<file path="config.mk">
export PLATFORM = sky130hd
export DESIGN_NAME = dbus_sram_resp
export DESIGN_NICKNAME = d
export VERILOG_FILES = /design/src/rtl/dbus_sram_resp.sv
export SDC_FILE = /design/constraint.sdc
export NUM_CORES = 1
export LEC_CHECK = 0
export ABC_AREA = 1
export CORE_MARGIN = 1.5
export CORE_UTILIZATION = 35
export CTS_CLUSTER_DIAMETER = 40
export DETAILED_ROUTE_END_ITERATION = 8
export PLACE_DENSITY = 0.78
export RECOVER_POWER = 100
export SETUP_SLACK_MARGIN = 0.5
export SYNTH_ARGS = -nofsm -noshare
export SYNTH_HDL_FRONTEND = slang
export SYNTH_SLANG_ARGS = --single-unit
</file>
<file path="constraint.sdc">
create_clock -name clk -period 2 [get_ports clk]
set_clock_uncertainty 0.15 [all_clocks]
set_input_delay 0.4 -clock clk [delete_from_list [all_inputs] [get_ports clk]]
set_output_delay 0.4 -clock clk [all_outputs]
set_load 0.005 [all_outputs]
</file>
<file path="src/rtl/dbus_sram_resp.sv">
// Data-bus responder: pipelined address/data-phase transfers onto a single-port synchronous SRAM.
// Optional feature: define DBUS_SRAM_EXEC_EN to let hprot=0 (instruction) reads hit the SRAM.
module dbus_sram_resp #(
  parameter logic [31:0] BASE        = 32'h2000_0000,
  parameter int unsigned AW          = 10,
  parameter int unsigned WAIT_CYCLES = 0
) (
  input  logic          clk,
  input  logic          rstn,
  input  logic [31:0]   haddr,
  input  logic          hprot,
  input  logic [1:0]    hsize,
  input  logic          hwrite,
  input  logic [31:0]   hwdata,
  input  logic          htrans,
  output logic [31:0]   hrdata,
  output logic          hresp,
  output logic          hready,
  output logic          mem_en,
  output logic [3:0]    mem_we,
  output logic [AW-1:0] mem_addr,
  output logic [31:0]   mem_wdata,
  input  logic [31:0]   mem_rdata
);

  typedef enum logic [1:0] {IDLE, DATA, STALL} state_t;

  localparam logic [3:0] WAIT_LAST = 4'(WAIT_CYCLES);

  state_t        state_q, state_d;
  logic [3:0]    cnt_q, cnt_d;
  logic          fault_q, write_q;
  logic [3:0]    lanes_q;
  logic [AW-1:0] addr_q;
  logic [31:0]   rdata_q;

  logic          in_window, size_bad, prot_bad, ap_fault;
  logic [3:0]    ap_lanes;
  logic          first, done, commit, raw, accept;

  assign in_window = (haddr[31:AW+2] == BASE[31:AW+2]);
  assign size_bad  = (hsize == 2'd3) ||
                     ((hsize == 2'd1) && haddr[0]) ||
                     ((hsize == 2'd2) && (haddr[1:0] != 2'b00));
`ifdef DBUS_SRAM_EXEC_EN
  assign prot_bad  = ~hprot & hwrite;
`else
  assign prot_bad  = ~hprot;
`endif
  assign ap_fault  = ~in_window | size_bad | prot_bad;

  always_comb begin
    case (hsize)
      2'd0:    ap_lanes = 4'b0001 << haddr[1:0];
      2'd1:    ap_lanes = 4'b0011 << haddr[1:0];
      default: ap_lanes = 4'b1111;
    endcase
  end

  // A write commits in its first data-phase cycle; a read issued in that same
  // cycle would collide on the single SRAM port, so the read is held off once.
  assign first  = (state_q == DATA) && (cnt_q == 4'd0);
  assign done   = (state_q == DATA) && (fault_q || (cnt_q == WAIT_LAST));
  assign commit = first && !fault_q && write_q;
  assign raw    = commit && done && htrans && !hwrite && !ap_fault;
  assign hready = (state_q != DATA) || (done && !raw);
  assign accept = rstn && htrans && hready;

  always_comb begin
    mem_en    = 1'b0;
    mem_we    = 4'b0000;
    mem_addr  = '0;
    mem_wdata = 32'h0;
    if (commit) begin
      mem_en    = 1'b1;
      mem_we    = lanes_q;
      mem_addr  = addr_q;
      mem_wdata = hwdata;
    end else if (accept && !hwrite && !ap_fault) begin
      mem_en   = 1'b1;
      mem_addr = haddr[AW+1:2];
    end
  end

  always_comb begin
    hresp  = done && fault_q;
    hrdata = rdata_q;
    if (done && fault_q) begin
      hrdata = 32'h0;
    end else if (first && !write_q && !fault_q) begin
      hrdata = mem_rdata;
    end
  end

  always_comb begin
    state_d = state_q;
    cnt_d   = cnt_q;
    case (state_q)
      IDLE: begin
        if (accept) begin
          state_d = DATA;
          cnt_d   = 4'd0;
        end
      end
      DATA: begin
        if (!done) begin
          cnt_d = cnt_q + 4'd1;
        end else if (raw) begin
          state_d = STALL;
        end else if (accept) begin
          cnt_d = 4'd0;
        end else begin
          state_d = IDLE;
        end
      end
      STALL: begin
        cnt_d   = 4'd0;
        state_d = accept ? DATA : IDLE;
      end
      default: state_d = IDLE;
    endcase
  end

  always_ff @(posedge clk or negedge rstn) begin
    if (!rstn) begin
      state_q <= IDLE;
      cnt_q   <= 4'd0;
      fault_q <= 1'b0;
      write_q <= 1'b0;
      lanes_q <= 4'b0000;
      addr_q  <= '0;
      rdata_q <= 32'h0;
    end else begin
      state_q <= state_d;
      cnt_q   <= cnt_d;
      if (accept) begin
        fault_q <= ap_fault;
        write_q <= hwrite;
        lanes_q <= ap_lanes;
        addr_q  <= haddr[AW+1:2];
      end
      if (first && !write_q && !fault_q) begin
        rdata_q <= mem_rdata;
      end
    end
  end

endmodule

</file>
==> impl_metrics.csv <==
group,metric,value,unit
finish,nNetsFinal,944,
timing,worstMarginPinSlew,1.36,ns
detailed_routing,num_vias,4704,
finish,final_cells,943,
detailed_routing,drc,12,
timing,rsz0062_at_grt,"true",
power_and_ir_drop,p_int,1.92,mW
placement,globalplace.congestion,0.789,
timing,fin_tns_setup,-77.05,ns
detailed_routing,via_per_inst,4.99,
clock_network,cts_buffers,5,
worst_setup_path,crit_chain,"nor2_2 > nand4_4 > buf_4 > nor2_4 > buf_12 > buf_6 > buf_6 > buf_8 > nand2_2 > o21ai_4 > nor2_1 > buf_2",
timing,min_period_over_period,144,%
logic_synthesis,netlist_instances,475,
logic_synthesis,netlist.area_leader.share,42.0,%
worst_setup_path,crit_path_frequent_cell,"buf_6",
worst_setup_path,critical_path_arrival,2.33,ns
power_and_ir_drop,vdd_drop_max,0.347,mV
worst_setup_path,rrSetupSlack,-0.78,ns
clock_network,clkLatencyLatePin,0.31,ns
placement,port_buffers,183,
finish,post-route-util,86.7,%
timing,drv_slew,0,
power_and_ir_drop,combPwrFrac,37.2,%
power_and_ir_drop,net-switching-power,0.937,mW
logic_synthesis,synth_top_family_by_area,"simple AND/OR/NAND/NOR gates",
logic_synthesis,synth_compound_area_share,11.9,%
placement,post_dp_cell_area,5630,µm²
hold_path,min_path_type,"register to register",
power_and_ir_drop,p_sw_share,32.8,%
die,start_util,36.6,%
logic_synthesis,syn_area_per_cell,6.78,µm²
finish,area_growth,137,%
logic_synthesis,post_synth_num_cell_types,27,
clock_network,clock-sinks,54,
worst_setup_path,path_max_fanout,5,
finish,fillers,386,
worst_setup_path,cp_slowest_cell,"dfrtp_1",
placement,hpwl,7.23,mm
logic_synthesis,synth_simple_gate_area_share,24.6,%
clock_network,cts_root_buf,"clkbuf_8",
flow_run,cap_viol_max_count,0,
placement,place_ws,-0.961,ns
power_and_ir_drop,total_power,2.85,mW
finish,drive_gt1_share,53.7,%
worst_setup_path,slowest_delay,0.41,ns
logic_synthesis,synth_fa_ha_area_share,2.33,%
outcome,status,"finished with violations",
logic_synthesis,ys_seq_area_share,42.0,%
detailed_routing,routedWlPerCell,18.9,µm
worst_setup_path,crit_type,"register to primary output",
timing,max_freq,0.347,GHz
logic_synthesis,synth_mux_area_share,0,%
timing,maxSlewHeadroom,9.60,%
die,floorplan.io_pins,184,
die,die_h,98.9,µm
detailed_routing,dr.pass1.iters,6,
logic_synthesis,synthXorXnorAreaFrac,0.544,%
die,die_w,98.9,µm
worst_setup_path,cp_top_family,"buffers and inverters",
clock_network,clkTransAtPathRegs,0.10,ns
global_routing,grt_max_degree,55,
placement,dp_cells,811,
global_routing,track_usage,26.9,%
global_routing,grt.overflow.total,0,
global_routing,grt_pass1_vias,4535,
detailed_routing,dr.first_iter.drc_count,233,
timing,finalCriticalPeriod,2.88,ns
power_and_ir_drop,p_leak,4.35,nW
logic_synthesis,syn-cell-area,3220,µm²
timing,timing.hold.ws,0.377,ns
worst_setup_path,end_kind,"primary output",
outcome,violations,"design-rule violations, negative setup slack",
clock_network,htree_levels,2,
global_routing,antenna_found_initial,0,
global_routing,grt_pass1_wl,20.9,mm
logic_synthesis,syn-num-nets,584,
die,die-area,9790,µm²
die,coreArea,8810,µm²
finish,antenna_cells,0,
clock_network,cts_tree,"yes",
power_and_ir_drop,seqPwrFrac,41.5,%
power_and_ir_drop,power.density,374,nW/µm²
timing,final-hold-violation-count,0,
finish,design_area,7630,µm²
timing,setup_viol,134,
logic_synthesis,yosys_register_bits,54,
power_and_ir_drop,clock_power_share,21.3,%
logic_synthesis,synth_largest_area_cell,"dfrtp_1",
worst_setup_path,worstSetupStartpointType,"register",
die,rows,34,
worst_setup_path,path_buf_inv,6,
clock_network,cts_max_path_buffers,2,
worst_setup_path,cp.required,1.45,ns
logic_synthesis,ys_top_cells_by_area,"dfrtp_1, inv_1, nor2_1, o21ai_0, nand2_1",
timing,worst_slack,-0.884,ns
clock_network,cts_hold_buf,0,
detailed_routing,ant_nets,0,
detailed_routing,wl,17.8,mm
logic_synthesis,yosysWarningCount,0,
-- synthesized netlist by cell type --
cell / n
inv_1: 133
nor2_1: 90
nand2_1: 67
dfrtp_1: 54
o21ai_0: 52
a21oi_1: 14
nor2_2: 12
buf_2: 8
clkbuf_1: 6
ha_1: 6
nand3_1: 6
o21ai_1: 6
inv_2: 3
nand4_1: 3
or2_0: 2
xor2_1: 2
a21boi_0: 1
a21oi_4: 1
buf_4: 1
buf_8: 1
clkbuf_2: 1
nand2_2: 1
nand3_2: 1
nand4_4: 1
nor2_4: 1
nor3_2: 1
nor3b_1: 1
-- cells by family (layout without fill, tap and decap cells) --
| group | after synthesis | after routing |
|---|---|---|
| buffers and inverters | 153 | 513 |
| flip-flops | 54 | 54 |
| adder cells (fa/ha/maj) | 6 | 6 |
| AND/OR/NAND/NOR | 186 | 186 |
| AO/OA/AOI/OAI | 74 | 74 |
| XOR/XNOR | 2 | 2 |
-- worst min-delay path, stage by stage, from the launching register on --
cell	delay, ns
dfrtp_1	0.37
nand2_2	0.05
o21ai_1	0.07
-- what timing repair did --
item,4_1_cts,5_1_grt
gates cloned,8,5
pin swaps,24,43
endpoints found under the setup margin,135,135
setup buffers,81,31
resized for setup,339,300
-- routing by layer --
metal,global-route usage [%],share of wire (%)
met1,26.4,33
met2,54.3,54
met3,4.82,6.3
met4,11.3,6.7
met5,0,0
-- cell type report --
type	instances	area [µm²]	area share (%)
Inverter	136	547	7.17
Tap cell	108	135	1.77
Timing Repair inverter	3	33.8	0.443
Clock inverter	1	7.51	0.0984
Multi-Input combinational cell	268	1950	25.5
Clock buffer	6	72.6	0.951
Timing Repair Buffer	367	3540	46.3
Sequential cell	54	1350	17.7
-- state kept, by name, indices dropped and copies added, names as in the netlist --
signal,cells
write_q,1
lanes_q,4
rdata_q,32
addr_q,10
fault_q,1
state_q,2
cnt_q,4
-- worst paths after layout --
check / from / endpoint / depth (start not counted)
max: cnt_q[3] / hrdata[23] / 12
min: addr_q[0] / addr_q[0] / 2
max reg2reg: cnt_q[3] / rdata_q[23] / 19
min reg2reg: addr_q[0] / addr_q[0] / 2
max in group asynchronous: rstn / rdata_q[23] / 2
min in group asynchronous: rstn / lanes_q[0] / 2
-- power groups by stage --
stage | Combinational, mW | Clock, mW | Sequential (mW)
final | 1.06 | 0.607 | 1.19
after floorplan | 0.326 | 0 | 1.19
after CTS | 0.852 | 0.606 | 1.17
after global routing | 1.12 | 0.653 | 1.19
after global placement | 0.716 | 0 | 1.19
after detailed placement | 0.741 | 0 | 1.19
-- layout by cell type, fill, tap and decap left out, types with 4 or more instances in the layout --
cell             Yosys  layout
o21ai_1              6       8
dlymetal6s2s_1       0      12
nand2_2              1      21
buf_12               0      12
nand2_4              0      23
nor2_1              90      51
nand3_1              6       4
o21ai_4              0       9
inv_2                3      19
buf_6                0      81
inv_8                0       4
buf_2                8      62
buf_16               0       8
nand2_1             67      24
clkbuf_8             0       5
clkdlybuf4s50_1      0      87
nor2_2              12      41
o21ai_2              0      37
inv_1              133     114
clkbuf_2             1      12
buf_4                1      82
dfrtp_1             54      54
ha_1                 6       4
buf_8                1       5
o21ai_0             52       4
nor2_4               1      11
a21oi_1             14      13
Power figures use the tool's default switching activity.
==> patch 1: new RTL, config.mk and constraints unchanged <==
Set the parameter `AW` to 11 (it was 10).
--- a/src/rtl/dbus_sram_resp.sv
+++ b/src/rtl/dbus_sram_resp.sv
@@ -2,7 +2,7 @@
 // Optional feature: define DBUS_SRAM_EXEC_EN to let hprot=0 (instruction) reads hit the SRAM.
 module dbus_sram_resp #(
   parameter logic [31:0] BASE        = 32'h2000_0000,
-  parameter int unsigned AW          = 10,
+  parameter int unsigned AW          = 11,
   parameter int unsigned WAIT_CYCLES = 0
 ) (
   input  logic          clk,
Interface: changed (resized mem_addr); port bits go from 184 to 185. The function was not compared with the original's and may differ.
==> patch 1 against the original RTL <==
- the flow finishes with violations (negative setup slack)
- area after synthesis grew 11%
- fmax up 2.1%
- power increased by 33%
- non-clock buffer count is 53 lower
- critical path type unchanged
- wire length is 24% lower
- sequential share of layout area increased by 1.6 points
- sequential cell count increased by 1
- design area is 6.7% lower
- setup slack improved by 0.058 ns
- largest power group is now combinational cells
==> patch 1: results (changes against the original RTL) <==
Outcome
The final reports fail on negative setup slack. The run finished, with violations left.

Detailed routing
The DRC violation count after routing came to 0 (-12). The detailed-router iteration count before antenna repair is 4 (-2). The DRC marker count from the first detailed-route iteration came to 185 (-21%).

Placed design
The detailed placement HPWL came to 8560 microns (+18%). The routability-driven placement congestion ratio was 0.848 (+7.4%).

Setup path
The maximum net fanout on the critical path is 9 (+4). The number of cell instances on the worst register-to-register path came to 13 (-6). The critical path ends at hrdata[10]. The data arrival time of the worst path is 2.28 ns (-0.05 ns).

The reg2reg setup slack came to -0.18 ns (+0.60 ns). The start point of the critical path is cnt_q[1]. The reg-to-reg critical path endpoint is write_q. The worst flop-to-flop path startpoint is state_q[1].

Logic synthesis
After synthesis, the cell types taking the most area are sky130_fd_sc_hd__dfrtp_1, sky130_fd_sc_hd__inv_1, sky130_fd_sc_hd__a211oi_1, sky130_fd_sc_hd__nor2_1, sky130_fd_sc_hd__nand2_1. The share of synthesized cell area in full adder, half adder and majority cells is 2.09% (-0.24 points). The xor/xnor share of the synthesized area is 0.488% (-0.056 points). After synthesis, the most frequently instantiated cells are sky130_fd_sc_hd__inv_1, sky130_fd_sc_hd__nor2_1, sky130_fd_sc_hd__dfrtp_1, sky130_fd_sc_hd__nand2_1, sky130_fd_sc_hd__a21oi_1. The complex-gate fraction of the synthesized area is 17.0% (+5.1 points). The number of different library cells in the post-synthesis netlist is 28 (+3.7%). The synthesized netlist net count was 628 (+7.5%).

Power
The cell leakage power is 3.59 nW (-17%). The largest voltage drop on the vdd net is 0.000341 V (-1.5%).

GRT
The wire length of the first global-routing pass is 20600 microns (-1.8%). The number of global-route vias before repair is 4329 (-4.5%). The global routing usage summed across all routing layers is 23.0% (-3.9 points).

Timing
The total negative slack for setup checks is -63.26 ns (+13.78 ns). The remaining max-slew budget at the tightest pin is 6.87% (-2.7 points). The setup slack of the critical path after layout is -0.826 ns (+0.0583 ns).

The total setup violations reported at the end of the flow is 110 (-18%).

Cells and area
The final-stage net count came to 927 (-1.8%). The largest registers in the layout are rdata_q x32, addr_q x11. The ratio of cells with drive above 1 in the final layout is 40.2% (-13 points).
[patch 1: final cells by class]
class / instances / area [sq um] / share of cell area [%]
multi-input cells: 284 / 1860 / 26.1
well taps: 133 / 166 / 2.34
clock buffers: 7 / 86.3 / 1.21
clock inverters: 1 / 8.76 / 0.123
flip-flops and latches: 55 / 1380 / 19.3
inverters: 157 / 604 / 8.49
repair buffers: 314 / 3010 / 42.3
repair inverters: 1 / 6.26 / 0.0879
[patch 1: critical path, delay by kind of cell, from the launching register on]
family                   cells  cell delay, ns
buffers and inverters        6            0.65
AO/OA/AOI/OAI                1            0.22
AND/OR/NAND/NOR              4            0.55
adder cells (fa/ha/maj)      1            0.14
flip-flops                   1            0.41
[patch 1: cells by family after synthesis]
family,count (synthesis)
AO/OA/AOI/OAI,105
XOR/XNOR,2
adder cells (fa/ha/maj),6
buffers and inverters,180
flip-flops,55
AND/OR/NAND/NOR,171
[patch 1: where the power goes]
group	total [mW]	switching, mW	internal [mW]
clock network	0.649	0.364	0.285
registers	1.20	0.0346	1.16
logic	1.96	0.812	1.15
[patch 1: per-layer routing]
| layer | global-route usage [%] | vias to the layer above | routed length [microns] |
|---|---|---|---|
| met5 | 0 | - | 0 |
| met4 | 6.25 | 0 | 185 |
| met1 | 28.6 | 2035 | 5720 |
| li1 | - | 2159 | - |
| met2 | 41.4 | 115 | 7160 |
| met3 | 3.26 | 16 | 467 |
[patch 1: timing repair]
| item | 4_1_cts | 5_1_grt |
|---|---|---|
| setup endpoints to repair | 137 | 137 |
| cloned | 10 | 6 |
| hold buffers | 0 | 0 |
| gates resized for setup | 168 | 149 |
| pin swaps | 11 | 12 |
| buffers inserted | 17 | 14 |
| hold endpoints to repair | 0 | 0 |
[patch 1: worst min path at each step]
stage | startpoint | slack [ns] | end
after global placement | lanes_q[1] | 0.32 | lanes_q[1]
after detailed placement | lanes_q[1] | 0.32 | lanes_q[1]
after CTS | rstn | 0.13 | addr_q[9]
after global routing | addr_q[1] | 0.38 | addr_q[1]
final | addr_q[6] | 0.35 | addr_q[6]
after floorplan | rstn | -0.05 | addr_q[0]
[patch 1: per-stage QoR]
stage          worst slack (ns)  hold slack (ns)  instance area [sq um]  instances
2_1_floorplan            -0.115          -0.0456                   3770        519
5_1_grt                  -0.973            0.375                   7120        952
6_report                 -0.826            0.347                   7120        952
4_1_cts                  -0.886            0.133                   6870        932
3_3_place_gp             -0.900            0.318                   6310        897
3_5_place_dp             -0.989            0.323                   6310        897
==> patch 2: new RTL, config.mk and constraints unchanged <==
Made on the original files. Make the reset (`rstn`) synchronous in one clocked block.
--- a/src/rtl/dbus_sram_resp.sv
+++ b/src/rtl/dbus_sram_resp.sv
@@ -121,7 +121,7 @@
     endcase
   end
 
-  always_ff @(posedge clk or negedge rstn) begin
+  always_ff @(posedge clk) begin
     if (!rstn) begin
       state_q <= IDLE;
       cnt_q   <= 4'd0;
Check against the original RTL: differs if rstn is asserted again (counterexample within 4 cycles, from zero or initial values and one cycle with rstn low); with rstn held inactive, the same outputs for 10 cycles.
==> patch 2 against the original RTL <==
- the flow finishes with violations (negative setup slack)
- area after synthesis fell by 7.6%
- register-to-register slack better by 0.13 ns
- core utilization is 2.1 points lower
- via count shrank 13%
- count of clock-buffer cells in the layout grew 1
- sequential cell count did not move
- wire length fell by 19%
- synthesized cell count is 8.2% lower
- setup slack gained 0.058 ns
- design area down 9.0%
- final cell count shrank 11%
Power is not compared: it rests on default switching activity, and its combinational part moved more than twofold at a synthesized area within 25%.
==> patch 2: results (changes against the original RTL) <==
Outcome
The flow ran to the end, but the final reports show violations. The final reports fail on negative setup slack.

Detailed routing
The detailed-router iteration count before antenna repair came to 4 (-2). The DRC marker count from the first detailed-route iteration was 143 (-39%). The detailed-route via count is 4113 (-13%).

The post-detailed-route via-to-cell ratio is 4.93 (-1.3%). The routed wire length per instance came to 17.4 microns (-8.0%).

GRT
The maximum number of pins on one net before global-route repair is 25 (-55%). The number of global-route vias before repair came to 3885 (-14%). The global routing usage summed across all routing layers came to 26.1% (-0.83 points). The wire length of the first global-routing pass is 18500 microns (-12%).

Cells and area
The share of final layout cell area taken by non-clock buffers is 43.3% (-3.1 points). The final sequential cell count is 54 (unchanged). The number of clock buffer instances in the layout was 7 (+1). The number of non-clock buffers is 307 (-16%).

The final-layout clock-cell area share is 1.51% (+0.46 points). The number of non-clock inverters was 81 (-42%). The ratio of cells with drive above 1 in the final layout came to 48.1% (-5.6 points).

The area of all placed cells without fillers is 6940 sq um (-9.0%). The final-stage net count is 838 (-11%). The sequential cell area in the final layout came to 1090 sq um (-20%). The fill cell instance count of the final layout is 419 (+8.5%). The share of the final layout cell area in multi-input gates came to 33.2% (+7.7 points). The multi-input logic cell count is 280 (+4.5%).

Logic synthesis
The predominant post-synthesis flop cell is sky130_fd_sc_hd__dfxtp_1. Sorting the synthesized cells by area gives the leading types as sky130_fd_sc_hd__dfxtp_1, sky130_fd_sc_hd__nor2_1, sky130_fd_sc_hd__mux2i_1, sky130_fd_sc_hd__inv_1, sky130_fd_sc_hd__o21ai_0. The synthesized netlist net count is 545 (-6.7%). The sequential element share of the synthesized area was 36.3% (-5.6 points). The fraction of registers with async set/reset is 0% (-100 points). The mean instance size in the synthesized netlist is 6.82 sq um (+0.65%).

Counting instances in the post-synthesis netlist gives the leading cell types as sky130_fd_sc_hd__nor2_1, sky130_fd_sc_hd__inv_1, sky130_fd_sc_hd__dfxtp_1, sky130_fd_sc_hd__nand2_1, sky130_fd_sc_hd__mux2i_1. The number of different library cells in the post-synthesis netlist came to 29 (+7.4%).

Placed design
The number of instances in the placed design is 744 (-8.3%). The minimum setup slack after placement is -1.36 ns (-0.398 ns). The placement-stage cell area is 5200 sq um (-7.7%). The detailed placement HPWL came to 7130 microns (-1.4%). The routability-driven placement congestion ratio was 0.837 (+6.0%).

Timing
The remaining max-slew budget at the tightest pin is 75.8% (+66 points). The total setup violations reported at the end of the flow is 97 (-28%). The setup slack of the critical path after layout is -0.827 ns (+0.0577 ns). The total negative slack for setup checks is -56.47 ns (+20.57 ns).

Setup path
The maximum net fanout on the critical path was 5 (unchanged). The data arrival time of the worst path is 2.28 ns (-0.05 ns). The worst flop-to-flop path startpoint is state_q[1]. The reg2reg setup slack is -0.65 ns (+0.13 ns).

The worst register-to-register path ends at fault_q. By startpoint and endpoint, the worst setup path is classified as reg -> out. The capturing instance or port of the critical path is mem_addr[7].

Clock network
The clock tree buffer depth is 2 (unchanged). The clock transition at the registers of the reported paths was 0.10 ns (about the same).

Floorplanning
The core area is 8220 sq um (-6.7%).
[patch 2: cell types whose count changed after synthesis, moves of 5 or more]
cell	delta
sky130_fd_sc_hd__dfrtp_1	-54
sky130_fd_sc_hd__o21ai_0	-24
sky130_fd_sc_hd__nand2_1	-34
sky130_fd_sc_hd__a21oi_1	+7
sky130_fd_sc_hd__dfxtp_1	+54
sky130_fd_sc_hd__mux2i_1	+32
sky130_fd_sc_hd__o21ai_1	-6
sky130_fd_sc_hd__nor2_1	+29
sky130_fd_sc_hd__clkbuf_1	+5
sky130_fd_sc_hd__inv_1	-57
[patch 2: worst max-delay path: stages, from the launching register on]
cell	delay (ns)
sky130_fd_sc_hd__dfxtp_2	0.34
sky130_fd_sc_hd__inv_2	0.07
sky130_fd_sc_hd__ha_4	0.16
sky130_fd_sc_hd__inv_4	0.04
sky130_fd_sc_hd__nor2_4	0.17
sky130_fd_sc_hd__nand3_4	0.12
sky130_fd_sc_hd__buf_6	0.14
sky130_fd_sc_hd__buf_12	0.12
sky130_fd_sc_hd__buf_6	0.11
sky130_fd_sc_hd__buf_4	0.15
sky130_fd_sc_hd__o21ai_0	0.22
sky130_fd_sc_hd__inv_1	0.11
sky130_fd_sc_hd__nor2_4	0.10
sky130_fd_sc_hd__buf_2	0.11
[patch 2: worst min-delay path by stage]
stage	from	to
final	addr_q[4]	addr_q[4]
after floorplan	addr_q[8]	addr_q[8]
after detailed placement	addr_q[4]	addr_q[4]
after global placement	addr_q[0]	addr_q[0]
after global routing	addr_q[3]	addr_q[3]
after CTS	addr_q[4]	addr_q[4]
[patch 2: per-stage QoR]
step / power [mW] / hold slack (ns)
floorplan: 2.59 / 0.275
global placement: 3.83 / 0.282
detailed placement: 3.87 / 0.290
CTS: 5.21 / 0.319
global route: 6.73 / 0.365
finish: 6.39 / 0.342
[patch 2: timing repair]
action | in CTS | in global routing
pin swaps | 57 | 50
setup buffers | 49 | 25
gates resized for setup | 393 | 237
setup endpoints to repair | 135 | 135
gates cloned | 8 | 1
[patch 2: power by group]
| group | switching [mW] | total, mW | internal (mW) |
|---|---|---|---|
| clock | 0.385 | 0.704 | 0.319 |
| sequential | 0.131 | 1.41 | 1.28 |
| combinational | 1.82 | 4.27 | 2.46 |
[patch 2: kinds of logic after synthesis]
kind of cell / share of synthesized area [%]
AOI/OAI and AO/OA: 8.83
xor gates and xnor gates: 0.589
adders and majority gates: 2.52
buffers and inverters: 13.5
DFF: 36.3
muxes: 10.8
and+or+nand+nor: 27.5
[patch 2: metal layers]
metal / track usage (%) / vias to the layer above / wire (microns)
li1: - / 1919 / -
met5: 0 / - / 0
met1: 26.0 / 1921 / 4910
met3: 7.50 / 45 / 1130
met2: 49.2 / 228 / 7930
met4: 11.9 / 0 / 555
